## src/rtl/branch_resolve_if.sv

```systemverilog
// Execute-to-predictor bundle: per-lane resolved branches in, update records,
// recovery request and statistics out.
interface branch_resolve_if #(
  parameter int INT_ISSUE_WIDTH = 2,
  parameter int ADDR_WIDTH      = 32,
  parameter int PHT_ENTRY_WIDTH = 2,
  parameter int AGE_WIDTH       = 6
);
  localparam int W = INT_ISSUE_WIDTH;

  logic [W-1:0]                 ex_valid;
  logic [W*ADDR_WIDTH-1:0]      ex_br_addr;
  logic [W-1:0]                 ex_exec_taken;
  logic [W*ADDR_WIDTH-1:0]      ex_exec_target;
  logic [W-1:0]                 ex_pred_taken;
  logic [W*ADDR_WIDTH-1:0]      ex_pred_target;
  logic [W*PHT_ENTRY_WIDTH-1:0] ex_pht_prev;
  logic [W-1:0]                 ex_is_approx;
  logic [W*AGE_WIDTH-1:0]       ex_age;

  logic [W-1:0]                 br_valid;
  logic [W*ADDR_WIDTH-1:0]      br_addr;
  logic [W-1:0]                 br_exec_taken;
  logic [W*PHT_ENTRY_WIDTH-1:0] br_pht_prev;
  logic [W-1:0]                 br_is_approx;
  logic                         recover_valid;
  logic [ADDR_WIDTH-1:0]        recover_pc;
  logic                         flushing;
  logic [15:0]                  branch_count;
  logic [15:0]                  mispred_count;

  modport master (
    output ex_valid, ex_br_addr, ex_exec_taken, ex_exec_target, ex_pred_taken,
           ex_pred_target, ex_pht_prev, ex_is_approx, ex_age,
    input  br_valid, br_addr, br_exec_taken, br_pht_prev, br_is_approx,
           recover_valid, recover_pc, flushing, branch_count, mispred_count
  );

  modport slave (
    input  ex_valid, ex_br_addr, ex_exec_taken, ex_exec_target, ex_pred_taken,
           ex_pred_target, ex_pht_prev, ex_is_approx, ex_age,
    output br_valid, br_addr, br_exec_taken, br_pht_prev, br_is_approx,
           recover_valid, recover_pc, flushing, branch_count, mispred_count
  );
endinterface

```

## src/rtl/branch_resolve_unit.sv

```systemverilog
// Resolves branches from all integer lanes, returns registered predictor updates
// and raises one recovery for the oldest mispredict, then flushes wrong-path results.
module branch_resolve_unit #(
  parameter int INT_ISSUE_WIDTH = 2,
  parameter int ADDR_WIDTH      = 32,
  parameter int INSN_BYTE_WIDTH = 4,
  parameter int PHT_ENTRY_WIDTH = 2,
  parameter int AGE_WIDTH       = 6,
  parameter int FLUSH_CYCLES    = 2
) (
  input logic            clk,
  input logic            rst,
  branch_resolve_if.slave bus
);
  localparam int W  = INT_ISSUE_WIDTH;
  localparam int AW = ADDR_WIDTH;
  localparam int PW = PHT_ENTRY_WIDTH;
  localparam int GW = AGE_WIDTH;
  localparam int CW = (FLUSH_CYCLES < 2) ? 1 : $clog2(FLUSH_CYCLES + 1);

  typedef enum logic {IDLE, FLUSH} state_t;

  // Wrapping age compare: a is older when (a - b) has its top bit set.
  function automatic logic is_older(input logic [GW-1:0] a, input logic [GW-1:0] b);
    logic [GW-1:0] d;
    d = a - b;
    return d[GW-1];
  endfunction

  state_t          state;
  logic [CW-1:0]   flush_cnt;
  logic [W-1:0]    mispred;
  logic            found;
  logic [GW-1:0]   m_age;
  logic [AW-1:0]   m_pc;
  logic [W-1:0]    fwd;
  logic [W*AW-1:0] fwd_addr;
  logic [W-1:0]    fwd_taken;
  logic [W*PW-1:0] fwd_pht;
  logic [W-1:0]    fwd_approx;
  logic [16:0]     bc_sum;
  logic [16:0]     mc_sum;

  logic [W-1:0]    br_valid_q;
  logic [W*AW-1:0] br_addr_q;
  logic [W-1:0]    br_taken_q;
  logic [W*PW-1:0] br_pht_q;
  logic [W-1:0]    br_approx_q;
  logic            rec_valid_q;
  logic [AW-1:0]   rec_pc_q;
  logic [15:0]     branch_cnt_q;
  logic [15:0]     mispred_cnt_q;

  // Strictly-older replacement keeps the lower lane on equal ages.
  always_comb begin
    mispred = '0;
    found   = 1'b0;
    m_age   = '0;
    m_pc    = '0;
    for (int i = 0; i < W; i++) begin
      mispred[i] = bus.ex_valid[i] &&
                   ((bus.ex_pred_taken[i] != bus.ex_exec_taken[i]) ||
                    (bus.ex_exec_taken[i] &&
                     (bus.ex_pred_target[i*AW +: AW] != bus.ex_exec_target[i*AW +: AW])));
      if (mispred[i] && (!found || is_older(bus.ex_age[i*GW +: GW], m_age))) begin
        found = 1'b1;
        m_age = bus.ex_age[i*GW +: GW];
        m_pc  = bus.ex_exec_taken[i] ? bus.ex_exec_target[i*AW +: AW]
                                     : bus.ex_br_addr[i*AW +: AW] + AW'(INSN_BYTE_WIDTH);
      end
    end
  end

  always_comb begin
    fwd        = '0;
    fwd_addr   = '0;
    fwd_taken  = '0;
    fwd_pht    = '0;
    fwd_approx = '0;
    bc_sum     = {1'b0, branch_cnt_q};
    mc_sum     = {1'b0, mispred_cnt_q} + 17'd1;
    for (int i = 0; i < W; i++) begin
      fwd[i] = bus.ex_valid[i] && !(found && is_older(m_age, bus.ex_age[i*GW +: GW]));
      if (fwd[i]) begin
        fwd_addr[i*AW +: AW] = bus.ex_br_addr[i*AW +: AW];
        fwd_taken[i]         = bus.ex_exec_taken[i];
        fwd_pht[i*PW +: PW]  = bus.ex_pht_prev[i*PW +: PW];
        fwd_approx[i]        = bus.ex_is_approx[i];
        bc_sum               = bc_sum + 17'd1;
      end
    end
  end

  always_ff @(posedge clk) begin
    if (rst) begin
      state         <= IDLE;
      flush_cnt     <= '0;
      br_valid_q    <= '0;
      br_addr_q     <= '0;
      br_taken_q    <= '0;
      br_pht_q      <= '0;
      br_approx_q   <= '0;
      rec_valid_q   <= 1'b0;
      rec_pc_q      <= '0;
      branch_cnt_q  <= '0;
      mispred_cnt_q <= '0;
    end else begin
      br_valid_q  <= '0;
      br_addr_q   <= '0;
      br_taken_q  <= '0;
      br_pht_q    <= '0;
      br_approx_q <= '0;
      rec_valid_q <= 1'b0;
      rec_pc_q    <= '0;
      case (state)
        IDLE: begin
          br_valid_q   <= fwd;
          br_addr_q    <= fwd_addr;
          br_taken_q   <= fwd_taken;
          br_pht_q     <= fwd_pht;
          br_approx_q  <= fwd_approx;
          branch_cnt_q <= bc_sum[16] ? 16'hFFFF : bc_sum[15:0];
          if (found) begin
            rec_valid_q   <= 1'b1;
            rec_pc_q      <= m_pc;
            mispred_cnt_q <= mc_sum[16] ? 16'hFFFF : mc_sum[15:0];
            if (FLUSH_CYCLES > 0) begin
              state     <= FLUSH;
              flush_cnt <= CW'(FLUSH_CYCLES);
            end
          end
        end
        FLUSH: begin
          if (flush_cnt == CW'(1)) begin
            state <= IDLE;
          end else begin
            flush_cnt <= flush_cnt - CW'(1);
          end
        end
        default: state <= IDLE;
      endcase
    end
  end

  assign bus.br_valid      = br_valid_q;
  assign bus.br_addr       = br_addr_q;
  assign bus.br_exec_taken = br_taken_q;
  assign bus.br_pht_prev   = br_pht_q;
  assign bus.br_is_approx  = br_approx_q;
  assign bus.recover_valid = rec_valid_q;
  assign bus.recover_pc    = rec_pc_q;
  assign bus.flushing      = (state == FLUSH);
  assign bus.branch_count  = branch_cnt_q;
  assign bus.mispred_count = mispred_cnt_q;
endmodule

```

## src/flat_wrapper.sv

```systemverilog
// flat-port wrapper written by rule: the top's interface ports become plain ports
module branch_resolve_unit_flat 
#(
  parameter int INT_ISSUE_WIDTH = 2,
  parameter int ADDR_WIDTH      = 32,
  parameter int INSN_BYTE_WIDTH = 4,
  parameter int PHT_ENTRY_WIDTH = 2,
  parameter int AGE_WIDTH       = 6,
  parameter int FLUSH_CYCLES    = 2
)
  (clk, rst, bus_ex_valid, bus_ex_br_addr, bus_ex_exec_taken, bus_ex_exec_target, bus_ex_pred_taken, bus_ex_pred_target, bus_ex_pht_prev, bus_ex_is_approx, bus_ex_age, bus_br_valid, bus_br_addr, bus_br_exec_taken, bus_br_pht_prev, bus_br_is_approx, bus_recover_valid, bus_recover_pc, bus_flushing, bus_branch_count, bus_mispred_count);
  branch_resolve_if #(.INT_ISSUE_WIDTH(INT_ISSUE_WIDTH), .ADDR_WIDTH(ADDR_WIDTH), .PHT_ENTRY_WIDTH(PHT_ENTRY_WIDTH), .AGE_WIDTH(AGE_WIDTH)) bus_i ();
  input logic clk;
  input logic rst;
  input wire logic [$bits(bus_i.ex_valid)-1:0] bus_ex_valid;
  input wire logic [$bits(bus_i.ex_br_addr)-1:0] bus_ex_br_addr;
  input wire logic [$bits(bus_i.ex_exec_taken)-1:0] bus_ex_exec_taken;
  input wire logic [$bits(bus_i.ex_exec_target)-1:0] bus_ex_exec_target;
  input wire logic [$bits(bus_i.ex_pred_taken)-1:0] bus_ex_pred_taken;
  input wire logic [$bits(bus_i.ex_pred_target)-1:0] bus_ex_pred_target;
  input wire logic [$bits(bus_i.ex_pht_prev)-1:0] bus_ex_pht_prev;
  input wire logic [$bits(bus_i.ex_is_approx)-1:0] bus_ex_is_approx;
  input wire logic [$bits(bus_i.ex_age)-1:0] bus_ex_age;
  output wire logic [$bits(bus_i.br_valid)-1:0] bus_br_valid;
  output wire logic [$bits(bus_i.br_addr)-1:0] bus_br_addr;
  output wire logic [$bits(bus_i.br_exec_taken)-1:0] bus_br_exec_taken;
  output wire logic [$bits(bus_i.br_pht_prev)-1:0] bus_br_pht_prev;
  output wire logic [$bits(bus_i.br_is_approx)-1:0] bus_br_is_approx;
  output wire logic [$bits(bus_i.recover_valid)-1:0] bus_recover_valid;
  output wire logic [$bits(bus_i.recover_pc)-1:0] bus_recover_pc;
  output wire logic [$bits(bus_i.flushing)-1:0] bus_flushing;
  output wire logic [$bits(bus_i.branch_count)-1:0] bus_branch_count;
  output wire logic [$bits(bus_i.mispred_count)-1:0] bus_mispred_count;
  assign bus_i.ex_valid = bus_ex_valid;
  assign bus_i.ex_br_addr = bus_ex_br_addr;
  assign bus_i.ex_exec_taken = bus_ex_exec_taken;
  assign bus_i.ex_exec_target = bus_ex_exec_target;
  assign bus_i.ex_pred_taken = bus_ex_pred_taken;
  assign bus_i.ex_pred_target = bus_ex_pred_target;
  assign bus_i.ex_pht_prev = bus_ex_pht_prev;
  assign bus_i.ex_is_approx = bus_ex_is_approx;
  assign bus_i.ex_age = bus_ex_age;
  assign bus_br_valid = bus_i.br_valid;
  assign bus_br_addr = bus_i.br_addr;
  assign bus_br_exec_taken = bus_i.br_exec_taken;
  assign bus_br_pht_prev = bus_i.br_pht_prev;
  assign bus_br_is_approx = bus_i.br_is_approx;
  assign bus_recover_valid = bus_i.recover_valid;
  assign bus_recover_pc = bus_i.recover_pc;
  assign bus_flushing = bus_i.flushing;
  assign bus_branch_count = bus_i.branch_count;
  assign bus_mispred_count = bus_i.mispred_count;
  branch_resolve_unit #(.INT_ISSUE_WIDTH(INT_ISSUE_WIDTH), .ADDR_WIDTH(ADDR_WIDTH), .INSN_BYTE_WIDTH(INSN_BYTE_WIDTH), .PHT_ENTRY_WIDTH(PHT_ENTRY_WIDTH), .AGE_WIDTH(AGE_WIDTH), .FLUSH_CYCLES(FLUSH_CYCLES)) u_core (.clk(clk), .rst(rst), .bus(bus_i));
endmodule
```

## config.mk

```make
export PLATFORM = sky130hd
export DESIGN_NAME = branch_resolve_unit_flat
export DESIGN_NICKNAME = d
export VERILOG_FILES = /design/src/rtl/branch_resolve_if.sv /design/src/rtl/branch_resolve_unit.sv /design/src/flat_wrapper.sv
export SDC_FILE = /design/constraint.sdc
export NUM_CORES = 1
export LEC_CHECK = 0
export ABC_CLOCK_PERIOD_IN_PS = 6300
export CORE_AREA = 5 5 189 191
export DETAILED_ROUTE_END_ITERATION = 7
export DIE_AREA = 0 0 194 196
export GPL_TIMING_DRIVEN = 1
export PLACE_DENSITY = 0.57
export SLEW_MARGIN = 30
export SYNTH_ARGS = -nofsm -noshare
export SYNTH_HDL_FRONTEND = slang
export SYNTH_SLANG_ARGS = --single-unit
```

## constraint.sdc

```tcl
create_clock -name clk -period 6.3 [get_ports clk]
set_input_delay 0.63 -clock clk [delete_from_list [all_inputs] [get_ports clk]]
set_output_delay 0.63 -clock clk [all_outputs]
set_load 0.1 [all_outputs]
```

# Word-level counts from Yosys, hierarchy flattened
# Cells that the tools add are included.
[op_classes]
n_reduce_logical = 21
bitwise = 4
n_addsub = 9
mux = 18
n_eq_ne = 7
[op_table]
columns = ["operator", "n"]
rows = [
  ["$mux W32", 4],
  ["$add A32 B3 Y32 const B", 2],
  ["$ne A32 B32 Y1", 2],
  ["$add A16 B1 Y17 const B", 2],
  ["$mux W17", 2],
  ["$mux W16", 2],
  ["$sub A6 B6 Y6", 3],
  ["$add A17 B1 Y17 const B", 1],
  ["$mux W6", 2],
  ["$logic_and A1 B1 Y1", 9],
  ["$reduce_or A3 Y1", 3],
  ["$mux W1", 4],
  ["$mux W2", 2],
  ["$not A1 Y1", 4],
  ["$pmux W2 S2", 1],
  ["$reduce_and A2 Y1", 2],
  ["$logic_not A1 Y1", 3],
  ["$logic_or A1 B1 Y1", 3],
  ["$eq A2 B1 Y1 const B", 1],
  ["$ne A1 B1 Y1", 2],
  ["$ne A2 B1 Y1 const B", 1],
  ["$ne A2 B2 Y1 const B", 1],
  ["$pmux W1 S2", 1],
  ["$reduce_or A2 Y1", 1],
  ["$sub A2 B1 Y2 const B", 1],
]
[totals]
register_bits = 142
input_bits = 218
elab_cells = 74
out_inout_bits = 140

# Depth between registers and ports, before layout
[logic_depth]
depth_word = 17
mapped_depth = 34
mapped_depth_nobuf = 30

# Least setup slack after synthesis
# Ideal clock, no wire load.
[synth_path]
path_type = "input to register"
from = "input port bus_ex_exec_target[22]"
to = "register u_core.branch_cnt_q[0] (netlist: u_core.bus.branch_count[0])"
required_time_ps = 6212
cell_stages = 34
path_slack_ps = -523
t_arrival_ps = 6735
path_buffers = 5
cell_sequence = "xor2_1 > nor4_1 > nand4_1 > nor4_4 > nor2_2 > buf_2 > nand2_1 > ha_1 > a21o_1 > a21oi_1 > o21ai_1 > xor2_1 > nor3_1 > or2_2 > clkbuf_1 > buf_1 > mux2i_1 > ha_1 > nand2_1 > nor2_1 > a21boi_0 > o22a_1 > a31oi_4 > mux2i_2 > buf_6 > nand2_1 > xnor2_1 > ha_1 > o211ai_2 > nor3_2 > a21o_2 > buf_6 > nor3_1 > nor4_2"
[synth_between]
elab_chain_len = 17
[synth_lines]
columns = ["item", "line_no", "rtl"]
rows = [
  ["start, declared", "flat_wrapper.sv:18", "input wire logic [$bits(bus_i.ex_exec_target)-1:0] bus_ex_exec_target;"],
  ["$ne A32 B32 Y1 (*)", "branch_resolve_unit.sv:64", "(bus.ex_pred_target[i*AW +: AW] != bus.ex_exec_target[i*AW +: AW])));"],
  ["$logic_and A1 B1 Y1 (*)", "branch_resolve_unit.sv:63", "(bus.ex_exec_taken[i] &&"],
  ["$logic_or A1 B1 Y1 (*)", "branch_resolve_unit.sv:62", "((bus.ex_pred_taken[i] != bus.ex_exec_taken[i]) ||"],
  ["$logic_and A1 B1 Y1 (*)", "branch_resolve_unit.sv:61", "mispred[i] = bus.ex_valid[i] &&"],
  ["$mux W6 or $mux W1 (tied branches)", "branch_resolve_unit.sv:65", "if (mispred[i] && (!found || is_older(bus.ex_age[i*GW +: GW], m_age))) begin"],
  ["$sub A6 B6 Y6 or $logic_not A1 Y1 (tied branches)", "branch_resolve_unit.sv:26, branch_resolve_unit.sv:65", ""],
  ["$logic_or A1 B1 Y1", "branch_resolve_unit.sv:65", ""],
  ["$logic_and A1 B1 Y1", "branch_resolve_unit.sv:65", ""],
  ["$mux W6", "branch_resolve_unit.sv:65", ""],
  ["$sub A6 B6 Y6", "branch_resolve_unit.sv:26", "d = a - b;"],
  ["$logic_and A1 B1 Y1", "branch_resolve_unit.sv:83", "fwd[i] = bus.ex_valid[i] && !(found && is_older(m_age, bus.ex_age[i*GW +: GW]));"],
  ["$logic_not A1 Y1", "branch_resolve_unit.sv:83", ""],
  ["$logic_and A1 B1 Y1", "branch_resolve_unit.sv:83", ""],
  ["$mux W17", "branch_resolve_unit.sv:84", "if (fwd[i]) begin"],
  ["$add A17 B1 Y17", "branch_resolve_unit.sv:89", "bc_sum = bc_sum + 17'd1;"],
  ["$mux W17 (*)", "branch_resolve_unit.sv:84", ""],
  ["$mux W16 (*)", "branch_resolve_unit.sv:122", "branch_cnt_q <= bc_sum[16] ? 16'hFFFF : bc_sum[15:0];"],
  ["end signal, assigned", "branch_resolve_unit.sv:122", ""],
  ["end, declared", "branch_resolve_unit.sv:51", "logic [15:0] branch_cnt_q;"],
]
# Every way passes the cells marked *; elsewhere a longest branch is shown, timed or not.
# A chain may end at the register's enable or synchronous reset.

# Worst setup path in the final report
[layout_path]
from = "input port bus_ex_pred_target[23]"
to = "register u_core.branch_cnt_q[3] (netlist: u_core.bus.branch_count[3])"
[layout_between]
elab_chain_len = 17
[layout_lines]
columns = ["item", "line_no", "rtl"]
rows = [
  ["start, declared", "flat_wrapper.sv:20", "input wire logic [$bits(bus_i.ex_pred_target)-1:0] bus_ex_pred_target;"],
  ["$ne A32 B32 Y1 (*)", "branch_resolve_unit.sv:64", ""],
  ["$logic_and A1 B1 Y1 (*)", "branch_resolve_unit.sv:63", ""],
  ["$logic_or A1 B1 Y1 (*)", "branch_resolve_unit.sv:62", ""],
  ["$logic_and A1 B1 Y1 (*)", "branch_resolve_unit.sv:61", ""],
  ["$mux W6 or $mux W1 (tied branches)", "branch_resolve_unit.sv:65", ""],
  ["$sub A6 B6 Y6 or $logic_not A1 Y1 (tied branches)", "branch_resolve_unit.sv:26, branch_resolve_unit.sv:65", ""],
  ["$logic_or A1 B1 Y1", "branch_resolve_unit.sv:65", ""],
  ["$logic_and A1 B1 Y1", "branch_resolve_unit.sv:65", ""],
  ["$mux W6", "branch_resolve_unit.sv:65", ""],
  ["$sub A6 B6 Y6", "branch_resolve_unit.sv:26", ""],
  ["$logic_and A1 B1 Y1", "branch_resolve_unit.sv:83", ""],
  ["$logic_not A1 Y1", "branch_resolve_unit.sv:83", ""],
  ["$logic_and A1 B1 Y1", "branch_resolve_unit.sv:83", ""],
  ["$mux W17", "branch_resolve_unit.sv:84", ""],
  ["$add A17 B1 Y17", "branch_resolve_unit.sv:89", ""],
  ["$mux W17 (*)", "branch_resolve_unit.sv:84", ""],
  ["$mux W16 (*)", "branch_resolve_unit.sv:122", ""],
]
# Marks and branches as above.

==> flow_metrics.py <==
metrics = {
    "outcome": {
        "status": "completed",
    },
    "die": {
        "num_rows": 68,
        "die_y_um": 196,
        "io_pins": 358,
        "die_w_um": 194,
        "initial_utilization_pct": 24.5,
        "core_area_sq_mm": 0.0339,
        "fp.dieArea_sq_mm": 0.0380,
    },
    "logic_synthesis": {
        "ys_warn_count": 0,
        "synth-simple-area-share_pct": 26.3,
        "synth_compound_area_share_pct": 16.4,
        "synth-main-ff-cell": "dfxtp_1",
        "synth_area_sq_mm": 0.00832,
        "synth.net_count": 1245,
        "synthesis.instances": 1009,
        "muxShareOfSynthArea_pct": 1.93,
        "synth_edf_count": 0,
        "syn_avg_cell_area_sq_um": 8.24,
        "ys_types": 70,
        "synth-xor-area-share_pct": 15.0,
        "ys_async_sr_fraction_pct": 0,
        "seq_area_frac_synth_pct": 34.2,
        "ys_ff_latch": 142,
        "synthAdderAreaFrac_pct": 2.71,
        "synth_top_family_by_area": "simple AND/OR/NAND/NOR gates",
    },
    "drt": {
        "drc": 0,
        "viasPerCell": 4.60,
        "first_pass_iters": 5,
        "vias": 8782,
        "routed_wl_mm": 37.1,
        "wl_per_cell_um": 19.4,
        "drtIter0Drc": 320,
        "antenna_left": 0,
    },
    "job": {
        "drv_cap": 0,
    },
    "sta": {
        "fin_crit_sh_pct": 97.0,
        "worstMarginPinSlew_ns": 1.03,
        "hold_viol_final": 0,
        "fin_tns_setup_ns": 0,
        "slew_headroom_pct": 30.9,
        "final-setup-viol-count": 0,
        "skew_ns": 0.0108,
        "fin_crit_ns": 6.11,
        "max_freq_ghz": 0.164,
        "slew_violations": 0,
        "holdWs_ns": 0.449,
    },
    "worst_hold_path": {
        "hold_class": "flip-flop to flip-flop",
        "hold_path_end": "u_core.bus.br_addr[6]",
        "whs_path_depth": 1,
        "worstHoldStart": "u_core.bus.flushing",
    },
    "finish": {
        "area_delta_synth_final_pct": 69.8,
        "nets": 1677,
        "fin_cells": 1909,
        "drive_gt1_share_pct": 16.4,
        "fillers": 3410,
    },
    "worst_setup_path": {
        "cp_max_fo": 6,
        "cp-start-kind": "primary input",
        "reg2reg_from": "u_core.bus.branch_count[0]",
        "crit_arrival_ns": 6.45,
        "crit_slowest_cell": "mux2_4",
        "cpPeakStageDelay_ns": 0.36,
        "reg2reg_depth": 14,
        "crit_path_frequent_cell": "buf_4",
        "critPathRequiredTime_ns": 6.63,
        "worstSetupPathType": "primary input to flip-flop",
        "r2r-end": "u_core.bus.branch_count[3]",
        "cp-end-kind": "flip-flop",
        "timing.reg2reg.setup_slack_ns": 2.82,
        "cp_top_family": "simple AND/OR/NAND/NOR gates",
        "cp.buffers_inverters": 6,
    },
    "power": {
        "power_density_mw_per_mm2": 211,
        "switching_share_pct": 35.6,
        "ir_drop_mv": 0.178,
        "seq_power_share_pct": 32.3,
        "clockPowerShare_pct": 34.4,
        "p_leak_nw": 5.51,
        "internal-power_mw": 1.92,
        "p_sw_mw": 1.06,
        "combPwrFrac_pct": 33.3,
    },
    "clock_tree": {
        "cts-root-buf": "clkbuf_16",
        "path_clk_slew_ns": 0.07,
        "numCtsBuffers": 17,
        "ctsLongestPathBuffers": 2,
        "cts_hold_buf": 0,
        "clk_latency_ns": 0.44,
        "h-tree-depth": 4,
        "cts_tree": "done",
        "clock_sinks": 142,
    },
    "place": {
        "dpl.hpwl_mm": 30.4,
        "finalWeightedCongestion": 0.914,
        "place_inst": 1863,
        "port_buffers": 357,
    },
    "global_route": {
        "antenna_found_initial": 2,
        "grt_usage_pct": 18.7,
        "grt_overflow": 0,
        "grt_pass1_vias": 8922,
        "grt_max_degree": 63,
        "grt_first_pass_wirelength_mm": 54.3,
    },
}
-- sequential cells by signal, indices dropped and copies added (netlist names) --
signal,flops
u_core.bus.br_addr,64
u_core.bus.br_exec_taken,2
u_core.bus.br_is_approx,2
u_core.bus.br_pht_prev,4
u_core.bus.br_valid,2
u_core.bus.branch_count,16
u_core.bus.flushing,1
u_core.bus.mispred_count,16
u_core.bus.recover_pc,32
u_core.bus.recover_valid,1
u_core.flush_cnt,2
-- cells by family after synthesis --
group / after synthesis
fa+ha+maj: 18
simple gates: 420
flops: 142
xor+xnor: 142
buf+inv: 73
compound gates: 199
mux: 15
-- placed cells by master, fill, tap and decap left out, drive strengths merged, types with 11 or more instances in the layout --
| cell type | n |
|---|---|
| clkdlybuf4s50 | 299 |
| dfxtp | 142 |
| nor2 | 121 |
| buf | 111 |
| a21oi | 94 |
| xor2 | 80 |
| and2 | 78 |
| nand2 | 64 |
| xnor2 | 62 |
| nand3 | 41 |
| dlymetal6s2s | 34 |
| clkbuf | 29 |
| o22a | 28 |
| inv | 28 |
| nor3 | 26 |
| nand4 | 23 |
| o21ai | 19 |
| ha | 18 |
| and3 | 17 |
| nor4 | 15 |
| mux2i | 13 |
| a31oi | 12 |
| or3 | 11 |
-- power groups by stage --
stage               clock network [mW]  logic, mW  registers (mW)
finish                            1.02      0.993           0.963
global route                      1.09       1.05           0.967
CTS                               1.06      0.972           0.962
detailed placement                   0      0.954           0.982
global placement                     0      0.951           0.982
floorplan                            0      0.291            1.24
-- area by class of cell --
cell class	count	area [sq um]	share of cell area, %
inverter	26	97.6	0.691
clock buffer	19	443	3.14
antenna	1	2.50	0.0177
tap	455	569	4.03
sequential	142	2840	20.1
clock inverter	12	138	0.975
multi-input combinational	795	5640	40.0
timing repair buffer	459	4390	31.1
-- through the flow --
stage	instance area, sq um	total power [mW]	setup slack [ns]	util (%)
floorplan	8400	1.54	0.0109	-
global placement	13000	1.93	-0.776	38.4
detailed placement	13000	1.94	-0.877	38.4
CTS	13800	2.99	0.00199	40.5
global route	14100	3.11	-0.0337	41.6
finish	14100	2.98	0.189	41.6
-- cell usage after synthesis (all sizes together) (3+ instances only) --
library cell,n,area share (%)
a21o,7,0.65
a21oi,94,5.7
a221oi,6,1.0
a31oi,12,1.3
and2,78,5.9
and3,17,1.3
and4,4,0.42
buf,12,0.77
clkbuf,35,1.6
dfxtp,142,34
ha,18,2.7
inv,26,1.2
mux2i,13,1.6
nand2,64,2.9
nand3,41,2.6
nand4,23,1.7
nor2,121,5.6
nor2b,6,0.45
nor3,26,1.9
nor3b,4,0.36
nor4,15,1.5
nor4b,3,0.39
o211ai,3,0.33
o21ai,19,1.1
o21bai,3,0.27
o22a,28,2.9
o31ai,4,0.36
or3,11,0.83
xnor2,62,6.5
xor2,80,8.4
-- metal layers --
layer	track usage, %	vias to the layer above	wire (um)
met3	5.36	52	2240
met1	22.6	4076	16000
met4	7.29	0	1220
met5	0	-	0
met2	31.6	288	17700
li1	-	4366	-
-- worst max-delay path by stage --
| stage | start | end | slack [ns] | depth (start not counted) |
|---|---|---|---|---|
| floorplan | bus_ex_exec_target[4] | u_core.bus.branch_count[15] | 0.01 | 33 |
| global placement | bus_ex_exec_target[27] | u_core.bus.branch_count[5] | -0.78 | 31 |
| detailed placement | bus_ex_exec_target[27] | u_core.bus.branch_count[5] | -0.88 | 31 |
| CTS | bus_ex_exec_target[2] | u_core.bus.branch_count[12] | 0.002 | 32 |
| global route | bus_ex_pred_target[23] | u_core.bus.branch_count[3] | -0.03 | 34 |
| finish | bus_ex_pred_target[23] | u_core.bus.branch_count[3] | 0.19 | 34 |
-- what timing repair did --
action / CTS / global route
cloned: 1 / 0
pin swaps: 20 / 40
setup endpoints to repair: 16 / 16
hold endpoints to repair: 0 / 0
resized for setup: 31 / 97
buffers inserted: 8 / 8
No activity file was read; power rests on OpenSTA's default activity.
